--- config.mk ---
export PLATFORM = sky130hd
export DESIGN_NAME = bus_fabric
export DESIGN_NICKNAME = d
export VERILOG_FILES = /design/src/rtl/bus_fabric.sv
export SDC_FILE = /design/constraint.sdc
export NUM_CORES = 1
export LEC_CHECK = 0
export BUFFER_PORTS_ARGS = -buffer_cell sky130_fd_sc_hd__buf_2
export CAP_MARGIN = 20
export CORE_AREA = 2 2 110 112
export CTS_BUF_LIST = sky130_fd_sc_hd__clkbuf_4 sky130_fd_sc_hd__clkbuf_8 sky130_fd_sc_hd__clkbuf_16
export CTS_CLUSTER_SIZE = 30
export DETAILED_ROUTE_END_ITERATION = 8
export DIE_AREA = 0 0 112 114
export PLACE_DENSITY_LB_ADDON = 0.08
export SYNTH_ARGS = -nofsm -noshare
export SYNTH_HDL_FRONTEND = slang
export SYNTH_SLANG_ARGS = --single-unit
--- constraint.sdc ---
create_clock -name clk -period 1.9 [get_ports clk]
set_input_delay 0.38 -clock clk [delete_from_list [all_inputs] [get_ports clk]]
set_output_delay 0.38 -clock clk [all_outputs]
set_load 0.02 [all_outputs]
--- src/rtl/bus_fabric.sv ---
// Single-master address-decoding fabric with read FSM and write fan-out.
// Define BUS_FABRIC_TIMEOUT_EN to enable the read timeout counter.
module bus_fabric #(
  parameter int W = 32,
  parameter int AW = 16,
  parameter int N = 4,
  parameter logic [N*AW-1:0] BASE = {16'h8000, 16'h5000, 16'h4000, 16'h0000},
  parameter logic [N*AW-1:0] MASK = {16'h8000, 16'hF000, 16'hF000, 16'hC000},
  parameter int TIMEOUT = 15
) (
  input  logic           clk,
  input  logic           rst,
  input  logic [AW-1:0]  m_addr,
  input  logic           m_ren,
  input  logic           m_wen,
  input  logic [W-1:0]   m_wdata,
  input  logic [3:0]     m_wmask,
  output logic [W-1:0]   m_rdata,
  output logic           m_rd_valid,
  output logic           m_err,
  output logic [AW-1:0]  s_addr,
  output logic [W-1:0]   s_wdata,
  output logic [3:0]     s_wmask,
  output logic [N-1:0]   s_ren,
  output logic [N-1:0]   s_wen,
  input  logic [N*W-1:0] s_rdata,
  input  logic [N-1:0]   s_rd_valid
);

  localparam logic [1:0] IDLE = 2'd0;
  localparam logic [1:0] WAIT = 2'd1;
  localparam logic [1:0] ERR  = 2'd2;
  localparam int SW = (N > 1) ? $clog2(N) : 1;

  logic [1:0]    state_q, state_d;
  logic [SW-1:0] sel_q, sel_d, hit_idx;
  logic          hit_any;
  logic          wr_err_q, wr_err_d;
  logic          ack;
  logic          to_hit;

  assign s_addr  = m_addr;
  assign s_wdata = m_wdata;
  assign s_wmask = m_wmask;
  assign ack     = s_rd_valid[sel_q];

  // Scan downward so the lowest matching index is the one left standing.
  always_comb begin
    hit_any = 1'b0;
    hit_idx = '0;
    for (int i = N - 1; i >= 0; i--) begin
      if ((m_addr & MASK[i*AW +: AW]) == BASE[i*AW +: AW]) begin
        hit_any = 1'b1;
        hit_idx = SW'(i);
      end
    end
  end

`ifdef BUS_FABRIC_TIMEOUT_EN
  logic [7:0] cnt_q;

  // A slave response landing on the timeout cycle takes precedence.
  assign to_hit = (state_q == WAIT) && (cnt_q == 8'(TIMEOUT)) && !ack;

  always_ff @(posedge clk) begin
    if (rst) begin
      cnt_q <= 8'd0;
    end else if (state_q != WAIT) begin
      cnt_q <= 8'd0;
    end else if (!ack) begin
      cnt_q <= cnt_q + 8'd1;
    end
  end
`else
  assign to_hit = 1'b0;
`endif

  always_comb begin
    state_d    = state_q;
    sel_d      = sel_q;
    wr_err_d   = 1'b0;
    s_ren      = '0;
    s_wen      = '0;
    m_rd_valid = 1'b0;
    m_rdata    = '0;
    m_err      = wr_err_q;
    unique case (state_q)
      IDLE: begin
        if (m_ren) begin
          if (hit_any) begin
            s_ren[hit_idx] = 1'b1;
            sel_d          = hit_idx;
            state_d        = WAIT;
          end else begin
            state_d = ERR;
          end
        end else if (m_wen) begin
          if (hit_any) s_wen[hit_idx] = 1'b1;
          else wr_err_d = 1'b1;
        end
      end
      WAIT: begin
        m_err = 1'b0;
        if (to_hit) begin
          m_rd_valid = 1'b1;
          m_err      = 1'b1;
          state_d    = IDLE;
        end else begin
          s_ren[sel_q] = m_ren;
          m_rd_valid   = ack;
          m_rdata      = s_rdata[sel_q*W +: W];
          if (ack) state_d = IDLE;
        end
      end
      ERR: begin
        m_rd_valid = 1'b1;
        m_err      = 1'b1;
        state_d    = IDLE;
      end
      default: state_d = IDLE;
    endcase
    if (rst) begin
      s_ren      = '0;
      s_wen      = '0;
      m_rd_valid = 1'b0;
      m_rdata    = '0;
      m_err      = 1'b0;
    end
  end

  always_ff @(posedge clk) begin
    if (rst) begin
      state_q  <= IDLE;
      sel_q    <= '0;
      wr_err_q <= 1'b0;
    end else begin
      state_q  <= state_d;
      sel_q    <= sel_d;
      wr_err_q <= wr_err_d;
    end
  end

endmodule

==> metrics, run 1 <==
status finished with violations; failing checks setup timing; post-synthesis instance total between 150 and 200; PwrDens around 420 nW/um^2; Final min period approximately 2.0 ns; DRC viols 0; sequential cell area about 110 sq um; Total Routing Usage GR between 10% and 20%; Ports approximately 280; row cnt 40; Worst setup endpoint m_rd_valid; die height around 110 um; Iteration-0 DRC Markers 71; synthesis-to-finish area growth 55.4%; Lkg Pwr 1.34 nW; commonest non-fill, non-tap cell in the layout buf_2; period utilization 106%; largest net degree at the start of global routing 35; Worst EP required between 1.5 and 2 ns; register area share after synthesis 5.29%; worst setup margin -0.105 ns; WL per Instance 15.5 um; vias in the first global route between 1500 and 2000; clock buffer count from CTS 3; fraction of layout cells with a size suffix above 1 between 70% and 80%; Max VDD drop roughly 180 uV; register clock-pin slew on the reported worst setup and hold paths 0.03 ns; Max Cap Viol 0; critical path arrival about 1.6 ns; Syn Std Cell Area around 1900 sq um; Antenna Cells 0; first-pass GRT wire length 10.6 mm; TritonCTS clock tree done; Comb power frac around three fifths; post-DP HPWL about 6 mm; synth warn 0; worst setup path startpoint sel_q[0]$_SDFFE_PP0P_; CTS root buffer clkbuf_16; max frequency ~0.5 GHz; WHS around 0.45 ns; net switching power 381 uW; crit start category flip-flop; final WL approximately 7.3 mm; die area 12800 sq um; Post-Route Utilization between 20% and 30%; Pint 862 uW; Crit. End Element output port; chip width approximately 110 um; total power between 1 and 1.5 mW; placed insts between 400 and 500; worst r2r path cells 4; clock latency on the worst-skew pair ~0.23 ns; non-filler cells, final 471; Setup Viol. Count Final 38; Via density 4.23; initial antenna violation count 0; core area around 12000 sq um; most frequent cells in the layout buf_2, mux4_2, nor2b_1; Max-slew headroom between 70% and 80%; Final Hold Vio Count 0; Starting Density 16.1%; total vias in the final route 1993; reg2reg setup slack 0.36 ns; Sequential Power Share 10.3%; Net Count, Synth 375; crit path max fanout 7; Final ANT Viol Nets 0; Setup CP Type reg -> out; DR pass1 iterations 5; # port buffers between 150 and 200; Synth cell types 37; Fill cells 1303; Setup Total Neg Slack -2.22 ns; Pins Over Slew Limit 0; synthesis-stage register bit count 5; nets 516; reg-to-reg critical path startpoint sel_q[1]$_SDFFE_PP0P_; multi-input logic area 1340 sq um; Worst Skew 0.00136 ns; clk sink count 5; Least-Margin Pin Slew 0.372 ns; syn avg cell area a little over 10 sq um; clock power share a little under 30%; RSZ-0062 raised after global routing true; clk buf depth 2; H-tree depth 1; reg2reg end state_q[0]$_SDFFE_PP0P_; Sw Ratio 30.6%; grt ovf 0; hold buffers post-CTS 0; HP Class in -> reg; Final GP Congestion about 0.72
==> power groups by stage <==
stage | Combinational, mW | Sequential, mW | Clock, mW
final | 0.756 | 0.128 | 0.359
after CTS | 0.720 | 0.126 | 0.368
after global routing | 0.819 | 0.129 | 0.374
after detailed placement | 0.698 | 0.126 | 0
after global placement | 0.699 | 0.126 | 0
after floorplan | 0.591 | 0.119 | 0
==> flip-flops by register name, indices dropped and copies added (netlist names) <==
signal and flops:
sel_q 2, state_q 2, wr_err_q 1
==> worst min-delay path by stage <==
stage | depth (start not counted) | slack [ns] | to | from
final | 2 | 0.45 | sel_q[1]$_SDFFE_PP0P_ | rst
after global routing | 2 | 0.48 | sel_q[1]$_SDFFE_PP0P_ | rst
after CTS | 2 | 0.46 | sel_q[1]$_SDFFE_PP0P_ | rst
after detailed placement | 2 | 0.53 | state_q[1]$_SDFFE_PP0P_ | state_q[1]$_SDFFE_PP0P_
after global placement | 2 | 0.54 | state_q[1]$_SDFFE_PP0P_ | state_q[1]$_SDFFE_PP0P_
after floorplan | 2 | 0.50 | state_q[1]$_SDFFE_PP0P_ | state_q[1]$_SDFFE_PP0P_
==> cell usage after synthesis, drive strengths merged <==
| cell type | number | area share, % |
|---|---|---|
| o221a | 1 | 0.60 |
| and3 | 1 | 0.33 |
| nand2b | 4 | 1.5 |
| buf | 61 | 25 |
| nor3 | 1 | 0.26 |
| a31oi | 2 | 0.66 |
| inv | 6 | 1.2 |
| ha | 3 | 2.0 |
| nor3b | 1 | 0.40 |
| dfxtp | 5 | 5.3 |
| clkbuf | 4 | 0.99 |
| mux2 | 2 | 1.2 |
| o22ai | 1 | 0.33 |
| mux2i | 1 | 0.53 |
| a311oi | 2 | 0.93 |
| or3b | 1 | 0.46 |
| nand3b | 2 | 0.79 |
| nor4b | 1 | 0.46 |
| nor2 | 8 | 1.6 |
| o32ai | 2 | 0.93 |
| nor4bb | 1 | 0.53 |
| a21oi | 2 | 0.53 |
| a2bb2oi | 1 | 0.46 |
| o32a | 1 | 0.53 |
| mux4 | 33 | 40 |
| nand4b | 1 | 0.46 |
| nor2b | 32 | 11 |
| a32oi | 1 | 0.46 |
| nand2 | 2 | 0.40 |
| or3 | 1 | 0.33 |
==> area by class of cell <==
| type | count | area share (%) |
|---|---|---|
| flip-flops and latches | 5 | 3.75 |
| multi-input cells | 108 | 45.7 |
| well taps | 147 | 6.26 |
| repair buffers | 201 | 40.5 |
| clock buffers | 4 | 2.81 |
| inverters | 6 | 0.937 |
==> layer usage <==
layer  vias to the layer above  share of wire, %  wire length (um)  GRT usage [%]
met1                       944                38              2800           12.0
met4                         0               1.7               124           3.25
met3                        16                10               750           3.08
met5                         -                 0                 0              0
li1                        909                 -                 -              -
met2                       124                50              3640           18.5
==> critical path, cell delays in order (launching register included) <==
cell,delay [ns]
dfxtp_4,0.39
buf_12,0.14
mux4_2,0.51
a21oi_2,0.13
nor3b_1,0.06
buf_2,0.16
==> per-stage QoR <==
stage	worst slack (ns)	instance area (sq um)
2_1_floorplan	0.0377	1900
3_3_place_gp	0.0898	2650
3_5_place_dp	0.0692	2650
4_1_cts	-0.130	2760
5_1_grt	-0.164	2940
6_report	-0.105	2940
==> logic make-up (layout without fill, tap and decap cells) <==
logic type / Yosys count / after routing / synth area share [%]
adders and majority gates: 3 / 3 / 1.99
AOI/OAI and AO/OA: 13 / 13 / 5.43
DFF: 5 / 5 / 5.29
muxes: 36 / 36 / 41.8
and+or+nand+nor: 56 / 56 / 18.1
buffers and inverters: 71 / 211 / 27.4
==> timing repair <==
item,4_1_cts,5_1_grt
gates resized for setup,19,41
pin swaps,2,5
setup endpoints to repair,39,39
setup buffers,0,6
(Power assumes the default switching activity.)
==> inputs of run 2 (changes only) <==
--- a/config.mk
+++ b/config.mk
@@ -12,7 +12,7 @@
 export CTS_CLUSTER_SIZE = 30
 export DETAILED_ROUTE_END_ITERATION = 8
 export DIE_AREA = 0 0 112 114
-export PLACE_DENSITY_LB_ADDON = 0.08
+export PLACE_DENSITY = 0.54
 export SYNTH_ARGS = -nofsm -noshare
 export SYNTH_HDL_FRONTEND = slang
 export SYNTH_SLANG_ARGS = --single-unit
==> run 2 against run 1 <==
Effect of this change: critical endpoint is now m_rdata[23]; the flow still finishes with violations (setup timing); die area unchanged; design area is 2.1% higher; largest cell class unchanged; register-to-register slack got worse by 0.02 ns; via count is 2.2% higher; fmax is 1.5% lower.
==> metrics, run 2 (synthesis gave the netlist of run 1 again) <==
status finished with violations; failing checks setup timing; Setup Viol. Count Final 34 (-11%); nets 516 (unchanged); Setup CP Type reg -> out; worst setup margin -0.135 ns (-0.0306 ns); Iteration-0 DRC Markers 23 (-68%); Max VDD drop 253 uV (+38%); Max-slew headroom 76.3% (+1.5 points); Ports 282 (unchanged); chip width 112 um (unchanged); synthesis-to-finish area growth 58.6%; Crit. End Element output port; vias in the first global route 2135 (+7.3%); worst r2r path cells 4 (unchanged); RSZ-0062 raised after global routing true; initial antenna violation count 0 (unchanged); HP Class in -> reg; Antenna Cells 0 (unchanged); PwrDens 426 nW/um^2 (+0.69%); first-pass GRT wire length 10.9 mm (+2.7%); max frequency 0.491 GHz (-1.5%); Post-DP Area 2610 sq um (-1.5%); non-filler cells, final 471 (unchanged); reg2reg end state_q[0]$_SDFFE_PP0P_; Final ANT Viol Nets 0 (unchanged); reg-to-reg critical path startpoint sel_q[1]$_SDFFE_PP0P_; Max Cap Viol 0 (unchanged); # port buffers 185 (unchanged); Total Routing Usage GR 10.6% (+0.24 points); Post-Route Utilization 25.6% (+0.52 points); die area 12800 sq um (unchanged); final WL 7.45 mm (+1.8%); placed insts 459 (-0.43%); core area 11700 sq um (unchanged); total vias in the final route 2036 (+2.2%); Hold Path Stages 2 (unchanged); register clock-pin slew on the reported worst setup and hold paths 0.03 ns (about the same); DRC viols 0 (unchanged); critical path arrival 1.66 ns (+0.04 ns); Final min period 2.04 ns (+0.0306 ns); clock latency on the worst-skew pair 0.23 ns (about the same); grt ovf 0 (unchanged); Hold EP sel_q[1]$_SDFFE_PP0P_; largest net degree at the start of global routing 33 (-5.7%); Final GP Congestion 0.776 (+7.1%); Starting Density 16.1% (unchanged); Least-Margin Pin Slew 0.350 ns (-0.0214 ns); DR pass1 iterations 4 (-1); Final Hold Vio Count 0 (unchanged); TritonCTS clock tree done; Setup Total Neg Slack -3.16 ns (-0.939 ns); Pins Over Slew Limit 0 (unchanged); clk buf depth 2 (unchanged); Worst Skew 0.000324 ns (-0.00104 ns); Post-Layout Inst Area 3000 sq um (+2.1%); reg2reg setup slack 0.34 ns (-0.02 ns); Via density 4.32 (+2.2%); crit start category flip-flop; fraction of layout cells with a size suffix above 1 80.9% (+1.2 points); clock buffer count from CTS 3 (unchanged); biggest regs sel_q: 2 flops, state_q: 2 flops, wr_err_q: 1 flops; commonest non-fill, non-tap cell in the layout buf_2; clk sink count 5 (unchanged); HP Start rst; Worst EP required 1.52 ns (about the same); crit path max fanout 15 (+8); Lkg Pwr 1.38 nW (+2.8%); WL per Instance 15.8 um (+1.8%); die height 114 um (unchanged); most frequent cells in the layout buf_2, mux4_2, nor2b_1; CTS root buffer clkbuf_16; H-tree depth 1 (unchanged); period utilization 107% (+1.6 points); row cnt 40 (unchanged); post-DP HPWL 6.15 mm (+3.0%)
-- run 2: cell count changes in the layout (fill, tap and decap cells not counted), moves of 4 or more --
cell	previous run	this run
buf_2	161	168
buf_6	6	13
nor2b_1	31	26
buf_4	29	15
nor2b_4	1	5
-- run 2: where the power goes --
group	internal, mW	switching, mW	total (mW)	leakage [nW]
combinational	0.471	0.320	0.791	1.30
sequential	0.115	0.0114	0.126	0.0431
clock	0.292	0.0677	0.360	0.0416
total	0.878	0.399	1.28	1.38
-- run 2: worst max-delay path by stage --
stage	slack, ns	cells after the start	start	end
after floorplan	0.04	6	state_q[0]$_SDFFE_PP0P_	s_wen[1]
after global routing	-0.21	4	sel_q[0]$_SDFFE_PP0P_	m_rdata[23]
after detailed placement	0.04	4	sel_q[0]$_SDFFE_PP0P_	m_rdata[2]
final	-0.14	4	sel_q[0]$_SDFFE_PP0P_	m_rdata[23]
after CTS	-0.18	6	sel_q[0]$_SDFFE_PP0P_	m_rd_valid
after global placement	0.09	5	sel_q[0]$_SDFFE_PP0P_	m_rd_valid
-- run 2: critical path: stages (launching register included) --
cell and delay, ns:
dfxtp_4 0.38, buf_6 0.22, mux4_2 0.53, nor2b_1 0.14, buf_2 0.16
-- run 2: layout make-up --
class | instances | area (sq um)
fill | 1254 | 8710
clock buffer | 4 | 82.6
inverter | 6 | 27.5
multi-input combinational | 108 | 1390
timing repair buffer | 201 | 1210
tap | 147 | 184
sequential | 5 | 110
-- run 2: timing repair --
action / in CTS / in global routing
cloned: 3 / 0
hold buffers: 0 / 0
pin swaps: 1 / 5
setup buffers: 4 / 4
endpoints found under the setup margin: 39 / 39
resized for setup: 39 / 31
-- run 2: layer usage --
metal / up-vias / global-route usage, % / share of wire (%)
li1: 916 / - / -
met1: 955 / 12.4 / 38
met2: 142 / 18.9 / 49
met3: 23 / 2.28 / 9.8
met4: 0 / 4.31 / 2.9
met5: - / 0 / 0
-- run 2: through the flow --
step | hold WS (ns) | setup slack (ns) | power, mW
5_1_grt | 0.481 | -0.205 | 1.35
3_5_place_dp | 0.534 | 0.0448 | 0.812
3_3_place_gp | 0.520 | 0.0858 | 0.800
2_1_floorplan | 0.503 | 0.0377 | 0.710
6_report | 0.448 | -0.135 | 1.28
4_1_cts | 0.452 | -0.182 | 1.28
